**src/rtl/obstacle_manager_pkg.sv**
```systemverilog
// rtl/obstacle_manager_pkg.sv - game state encoding and default speed/gap constants
package obstacle_manager_pkg;

    typedef enum logic [1:0] {
        ST_IDLE   = 2'd0,
        ST_RUN    = 2'd1,
        ST_FROZEN = 2'd2
    } game_state_e;

    localparam int         DEF_MIN_GAP     = 40;
    localparam int         DEF_SPEED_MAX   = 3;
    localparam int         DEF_SPEED_TICKS = 600;
    localparam logic [1:0] SPEED_INIT      = 2'd1;

endpackage

```
**src/rtl/obstacle_slot.sv**
```systemverilog
// rtl/obstacle_slot.sv - one obstacle slot: position, type and active flag
module obstacle_slot #(
    parameter int POS_W     = 9,
    parameter int TYPE_W    = 3,
    parameter int START_POS = 319
) (
    input  logic              clk,
    input  logic              rst,
    input  logic              init_i,
    input  logic              tick_i,
    input  logic              load_i,
    input  logic [1:0]        speed_i,
    input  logic [TYPE_W-1:0] type_i,
    output logic [POS_W-1:0]  pos_o,
    output logic [TYPE_W-1:0] type_o,
    output logic              valid_o
);

    localparam logic [POS_W-1:0] START = POS_W'(START_POS);

    logic [POS_W-1:0]  pos_q, pos_d;
    logic [TYPE_W-1:0] type_q, type_d;
    logic              valid_q, valid_d;
    logic [POS_W-1:0]  step;

    assign step = POS_W'(speed_i);

    // Compare before subtracting so the position never wraps below zero.
    always_comb begin
        pos_d   = pos_q;
        type_d  = type_q;
        valid_d = valid_q;
        if (init_i) begin
            pos_d   = START;
            type_d  = '0;
            valid_d = 1'b0;
        end else if (tick_i) begin
            if (load_i) begin
                pos_d   = START;
                type_d  = type_i;
                valid_d = 1'b1;
            end else if (valid_q) begin
                if (pos_q < step) begin
                    pos_d   = START;
                    valid_d = 1'b0;
                end else begin
                    pos_d = pos_q - step;
                end
            end
        end
    end

    always_ff @(posedge clk or posedge rst) begin
        if (rst) begin
            pos_q   <= START;
            type_q  <= '0;
            valid_q <= 1'b0;
        end else begin
            pos_q   <= pos_d;
            type_q  <= type_d;
            valid_q <= valid_d;
        end
    end

    assign pos_o   = pos_q;
    assign type_o  = type_q;
    assign valid_o = valid_q;

endmodule

```
**src/rtl/obstacle_manager.sv**
```systemverilog
// rtl/obstacle_manager.sv - obstacle spawn/scroll manager with game-state FSM and speed ramp
module obstacle_manager
    import obstacle_manager_pkg::*;
#(
    parameter int N_OBS       = 2,
    parameter int POS_W       = 9,
    parameter int TYPE_W      = 3,
    parameter int START_POS   = 319,
    parameter int MIN_GAP     = DEF_MIN_GAP,
    parameter int SPEED_MAX   = DEF_SPEED_MAX,
    parameter int SPEED_TICKS = DEF_SPEED_TICKS
) (
    input  logic                    clk,
    input  logic                    rst,
    input  logic                    i_game_tick,
    input  logic                    i_game_start,
    input  logic                    i_game_over,
    input  logic [7:0]              i_rng,
    output logic [N_OBS*POS_W-1:0]  o_obs_pos,
    output logic [N_OBS*TYPE_W-1:0] o_obs_type,
    output logic [N_OBS-1:0]        o_obs_valid,
    output logic [1:0]              o_speed,
    output logic                    o_spawn_pulse
);

    localparam int               GAP_W     = $clog2(MIN_GAP + 16);
    localparam int               TICK_W    = $clog2(SPEED_TICKS + 1);
    localparam logic [GAP_W-1:0] GAP_INIT  = GAP_W'(MIN_GAP);
    localparam logic [TICK_W-1:0] TICK_LAST = TICK_W'(SPEED_TICKS - 1);
    localparam logic [1:0]       SPEED_TOP = 2'(SPEED_MAX);

    game_state_e       state_q, state_d;
    logic              enter_run, run_tick;
    logic [GAP_W-1:0]  gap_q, gap_d;
    logic [TICK_W-1:0] tick_q, tick_d;
    logic [1:0]        speed_q, speed_d;
    logic              spawn_q, spawn_d;
    logic [N_OBS-1:0]  spawn_sel;
    logic              free_found, spawn_ok;
    logic              rng_unused;

    assign rng_unused = ^i_rng;

    always_ff @(posedge clk or posedge rst) begin
        if (rst) state_q <= ST_IDLE;
        else     state_q <= state_d;
    end

    // A simultaneous start and game-over resolves as game-over.
    always_comb begin
        state_d = state_q;
        case (state_q)
            ST_IDLE:   if (i_game_start && !i_game_over) state_d = ST_RUN;
            ST_RUN:    if (i_game_over)                  state_d = ST_FROZEN;
            ST_FROZEN: if (i_game_start && !i_game_over) state_d = ST_RUN;
            default:   state_d = ST_IDLE;
        endcase
    end

    always_comb begin
        enter_run = (state_q != ST_RUN) && (state_d == ST_RUN);
        run_tick  = (state_q == ST_RUN) && (state_d == ST_RUN) && i_game_tick;
    end

    // Pick from the pre-tick valid flags, so a slot retiring this tick stays unavailable.
    always_comb begin
        spawn_sel  = '0;
        free_found = 1'b0;
        for (int k = 0; k < N_OBS; k++) begin
            if (!o_obs_valid[k] && !free_found) begin
                spawn_sel[k] = 1'b1;
                free_found   = 1'b1;
            end
        end
    end

    assign spawn_ok = run_tick && (gap_q == '0) && free_found;

    always_comb begin
        gap_d   = gap_q;
        tick_d  = tick_q;
        speed_d = speed_q;
        spawn_d = 1'b0;
        if (enter_run) begin
            gap_d   = GAP_INIT;
            tick_d  = '0;
            speed_d = SPEED_INIT;
        end else if (run_tick) begin
            spawn_d = spawn_ok;
            if (spawn_ok)          gap_d = GAP_W'(MIN_GAP + int'(i_rng[7:4]));
            else if (gap_q != '0)  gap_d = gap_q - GAP_W'(1);
            if (tick_q == TICK_LAST) begin
                tick_d = '0;
                if (speed_q != SPEED_TOP) speed_d = speed_q + 2'd1;
            end else begin
                tick_d = tick_q + TICK_W'(1);
            end
        end
    end

    always_ff @(posedge clk or posedge rst) begin
        if (rst) begin
            gap_q   <= GAP_INIT;
            tick_q  <= '0;
            speed_q <= SPEED_INIT;
            spawn_q <= 1'b0;
        end else begin
            gap_q   <= gap_d;
            tick_q  <= tick_d;
            speed_q <= speed_d;
            spawn_q <= spawn_d;
        end
    end

    for (genvar k = 0; k < N_OBS; k++) begin : g_slot
        obstacle_slot #(
            .POS_W     (POS_W),
            .TYPE_W    (TYPE_W),
            .START_POS (START_POS)
        ) u_slot (
            .clk     (clk),
            .rst     (rst),
            .init_i  (enter_run),
            .tick_i  (run_tick),
            .load_i  (spawn_ok && spawn_sel[k]),
            .speed_i (speed_q),
            .type_i  (i_rng[TYPE_W-1:0]),
            .pos_o   (o_obs_pos[k*POS_W +: POS_W]),
            .type_o  (o_obs_type[k*TYPE_W +: TYPE_W]),
            .valid_o (o_obs_valid[k])
        );
    end

    assign o_speed       = speed_q;
    assign o_spawn_pulse = spawn_q;

endmodule

```
**config.mk**
```make
export PLATFORM = sky130hd
export DESIGN_NAME = obstacle_manager
export DESIGN_NICKNAME = d
export VERILOG_FILES = /design/src/rtl/obstacle_manager_pkg.sv /design/src/rtl/obstacle_slot.sv /design/src/rtl/obstacle_manager.sv
export SDC_FILE = /design/constraint.sdc
export NUM_CORES = 1
export LEC_CHECK = 0
export ABC_CLOCK_PERIOD_IN_PS = 3800
export BUFFER_PORTS_ARGS = -buffer_cell sky130_fd_sc_hd__buf_2
export CAP_MARGIN = 40
export CORE_MARGIN = 2
export CORE_UTILIZATION = 61
export CTS_CLUSTER_SIZE = 28
export DETAILED_ROUTE_END_ITERATION = 7
export PLACE_DENSITY = 0.87
export SETUP_SLACK_MARGIN = 0.4
export SYNTH_ARGS = -nofsm -noshare
export SYNTH_HDL_FRONTEND = slang
export SYNTH_SLANG_ARGS = --single-unit
```
**constraint.sdc**
```tcl
create_clock -name clk -period 3.8 [get_ports clk]
set_input_delay 0.38 -clock clk [delete_from_list [all_inputs] [get_ports clk]]
set_output_delay 0.38 -clock clk [all_outputs]
set_load 0.02 [all_outputs]
```
==> impl_metrics.csv <==
group,metric,value,unit
outcome,status,"finished clean",
cells_and_area,multiInputGateArea,1490,sq um
grt,grt.overflow.total,0,
floorplan,fp.dieH,71.6,um
power,total_power,1.01,mW
logic_synthesis,syn_inst,289,
setup_path,slowest_delay,590,ps
logic_synthesis,yosys_warnings,0,
clock_network,clock_sinks,47,
clock_network,root_buffer,"clkbuf_8",
clock_network,postCtsResizedCells,0,
logic_synthesis,synth_flop_cell,"dfrtp_1",
setup_path,r2r_start,"o_speed[0]",
power,leakage,1.31,nW
floorplan,die_x,71.6,um
drt,drt_pass1_iterations,5,
setup_path,crit_slowest_cell,"dfstp_2",
logic_synthesis,syn_avg_cell_area,9.65,sq um
grt,grt_pass1_vias,2249,
clock_network,cts_buffers,5,
cells_and_area,final_cell_mix,"buf_2, dfrtp_1, nor2_1, nand3_1, dfstp_2",
setup_path,crit_family,"simple AND/OR/NAND/NOR gates",
drt,vias_per_cell,6.29,
logic_synthesis,seq_area_frac_synth,42.9,%
floorplan,placementRows,24,
floorplan,pin_count,42,
cells_and_area,fin_nets,351,
drt,vias,2401,
grt,grt_first_pass_wirelength,10.4,mm
sta,worstMarginPinSlew,708,ps
floorplan,core-area,4380,sq um
clock_network,clk_latency,310,ps
sta,fin_crit_sh,63.7,%
floorplan,die-area,5130,sq um
logic_synthesis,synth_nets,311,
drt,drt_wl_total,5.97,mm
sta,fin_skew,15.8,ps
worst_hold_path,hold_path_class,"input port to flip-flop",
cells_and_area,drive_above_1_share,25.5,%
setup_path,cp_max_fo,6,
cells_and_area,nFillCells,323,
placement,dpl.hpwl,4.14,mm
setup_path,cp-end-kind,"flip-flop",
floorplan,start_util,63.6,%
setup_path,crit_path_start,"o_speed[0]",
setup_path,arrival,2680,ps
cells_and_area,insertedDiodeCount,0,
sta,timing.fmax,413,MHz
sta,grt_setup_unrepaired,"no",
grt,grt_usage,25.5,%
placement,gp_congestion,0.881,
sta,finalSetupViolCount,0,
placement,io_buffers,40,
grt,grt_max_degree,41,
logic_synthesis,ys_types,63,
logic_synthesis,synth_async_sr_flop_share,100,%
drt,ant_nets,0,
logic_synthesis,ys_seq_elements,47,
setup_path,path_cells,"ha_1, fa_1, or4b_4, or4_1, a211o_1, nand3_1",
power,ir_drop,211,uV
cells_and_area,final_common_cell,"buf_2",
power,p_per_area,321,nW/um^2
sta,final_hold_viol_count,0,
clock_network,clk_pin_slew,100,ps
clock_network,cts_buffer_depth,2,
logic_synthesis,netlist_area,2790,sq um
logic_synthesis,synth_edf_count,0,
setup_path,crit_buf_inv,0,
run,max-cap-violations,0,
cells_and_area,regArea,1200,sq um
drt,first_iter_violations,144,
setup_path,crit_required,4060,ps
grt,antenna_found_initial,0,
clock_network,htreeDepth,2,
cells_and_area,syn2layout_area_growth,12.9,%
setup_path,cp-start-kind,"flip-flop",
sta,min_period,2420,ps
setup_path,critPathKind,"flip-flop to flip-flop",
sta,slew_headroom,52.6,%
sta,slew_violations,0,
sta,fin_tns_setup,0,ps
clock_network,cts_tree,"done",
drt,drc,0,
drt,avgRoutedWirePerCell,15.6,um
worst_hold_path,hp-start,"i_rng[6]",
[state kept, by name, indices dropped and copies added (netlist names)]
name and flops:
g_slot.u_slot.valid_o 2, tick_q 10, g_slot.u_slot.type_o 6, o_speed 2, state_q 2, o_spawn_pulse 1
g_slot.u_slot.pos_o 18, gap_q 6
[layout make-up]
type	instances	share of cell area (%)
flip-flops and latches	47	38.0
repair buffers	46	8.26
multi-input cells	216	47.3
inverters	13	1.55
clock buffers	5	2.19
well taps	52	2.07
clock inverters	3	0.636
[layer usage]
metal | GRT usage [%] | vias to the layer above | share of wire, %
met5 | 0 | - | 0
met4 | 8.18 | 0 | 1.5
met3 | 5.06 | 9 | 4.7
met2 | 40.2 | 67 | 48
met1 | 35.7 | 1165 | 45
li1 | - | 1160 | -
[logic make-up after synthesis]
| family | synth area share [%] |
|---|---|
| buffers and inverters | 3.95 |
| DFF | 42.9 |
| muxes | 2.51 |
| and+or+nand+nor | 24.8 |
| xor gates and xnor gates | 2.20 |
| adders and majority gates | 4.57 |
| AOI/OAI and AO/OA | 19.1 |
[timing repair]
item,CTS,global route
setup endpoints to repair,0,0
hold buffers,1,0
endpoints found under the hold margin,2,0
setup buffers,0,0
[cell usage after synthesis, types with 5 or more instances]
| cell type | number | area [sq um] |
|---|---|---|
| a211oi_1 | 7 | 52.6 |
| a21oi_1 | 14 | 70.1 |
| clkbuf_1 | 6 | 22.5 |
| dfrtp_1 | 30 | 751 |
| dfstp_2 | 17 | 447 |
| ha_1 | 7 | 87.6 |
| inv_1 | 12 | 45.0 |
| mux2i_1 | 7 | 70.1 |
| nand2_1 | 14 | 52.6 |
| nand3_1 | 18 | 90.1 |
| nand4_1 | 6 | 37.5 |
| nor2_1 | 29 | 109 |
| o21ai_0 | 12 | 60.1 |
| o21ai_1 | 9 | 45.0 |
| o31ai_1 | 8 | 60.1 |
| or3_1 | 6 | 37.5 |
| or4_1 | 6 | 45.0 |
| xnor2_1 | 5 | 43.8 |
[report_power, final]
group          total [mW]  switching [mW]  internal [mW]
Clock               0.305           0.177          0.128
Combinational       0.149          0.0897         0.0590
Sequential          0.557          0.0289          0.528
[through the flow]
| stage | instance area, sq um | util [%] | std cells | hold WS (ps) | worst slack [ps] |
|---|---|---|---|---|---|
| after floorplan | 2790 | - | 289 | 446 | 1470 |
| after global placement | 3020 | 68.9 | 371 | 497 | 1450 |
| after detailed placement | 3050 | 69.6 | 373 | 292 | 1410 |
| after CTS | 3150 | 71.8 | 382 | 279 | 1390 |
| after global routing | 3150 | 71.8 | 382 | 309 | 1260 |
| final | 3150 | 71.8 | 382 | 283 | 1380 |
[worst register-to-register path, stage by stage (launching register included)]
cell	delay, ps
dfstp_2	590
ha_1	200
fa_1	240
or4b_4	500
or4_1	440
a211o_1	310
nand3_1	80
[worst paths after layout]
kind,slack (ps),endpoint,cells after the start
max in group asynchronous,2730,g_slot[0].u_slot.pos_o[1],4
min,280,gap_q[2],3
max,1380,g_slot[1].u_slot.pos_o[8],6
max reg2reg,1380,g_slot[1].u_slot.pos_o[8],6
min reg2reg,520,g_slot[0].u_slot.type_o[1],2
min in group asynchronous,540,g_slot[1].u_slot.pos_o[6],3
Note: power is estimated with default switching activity, not from simulation.
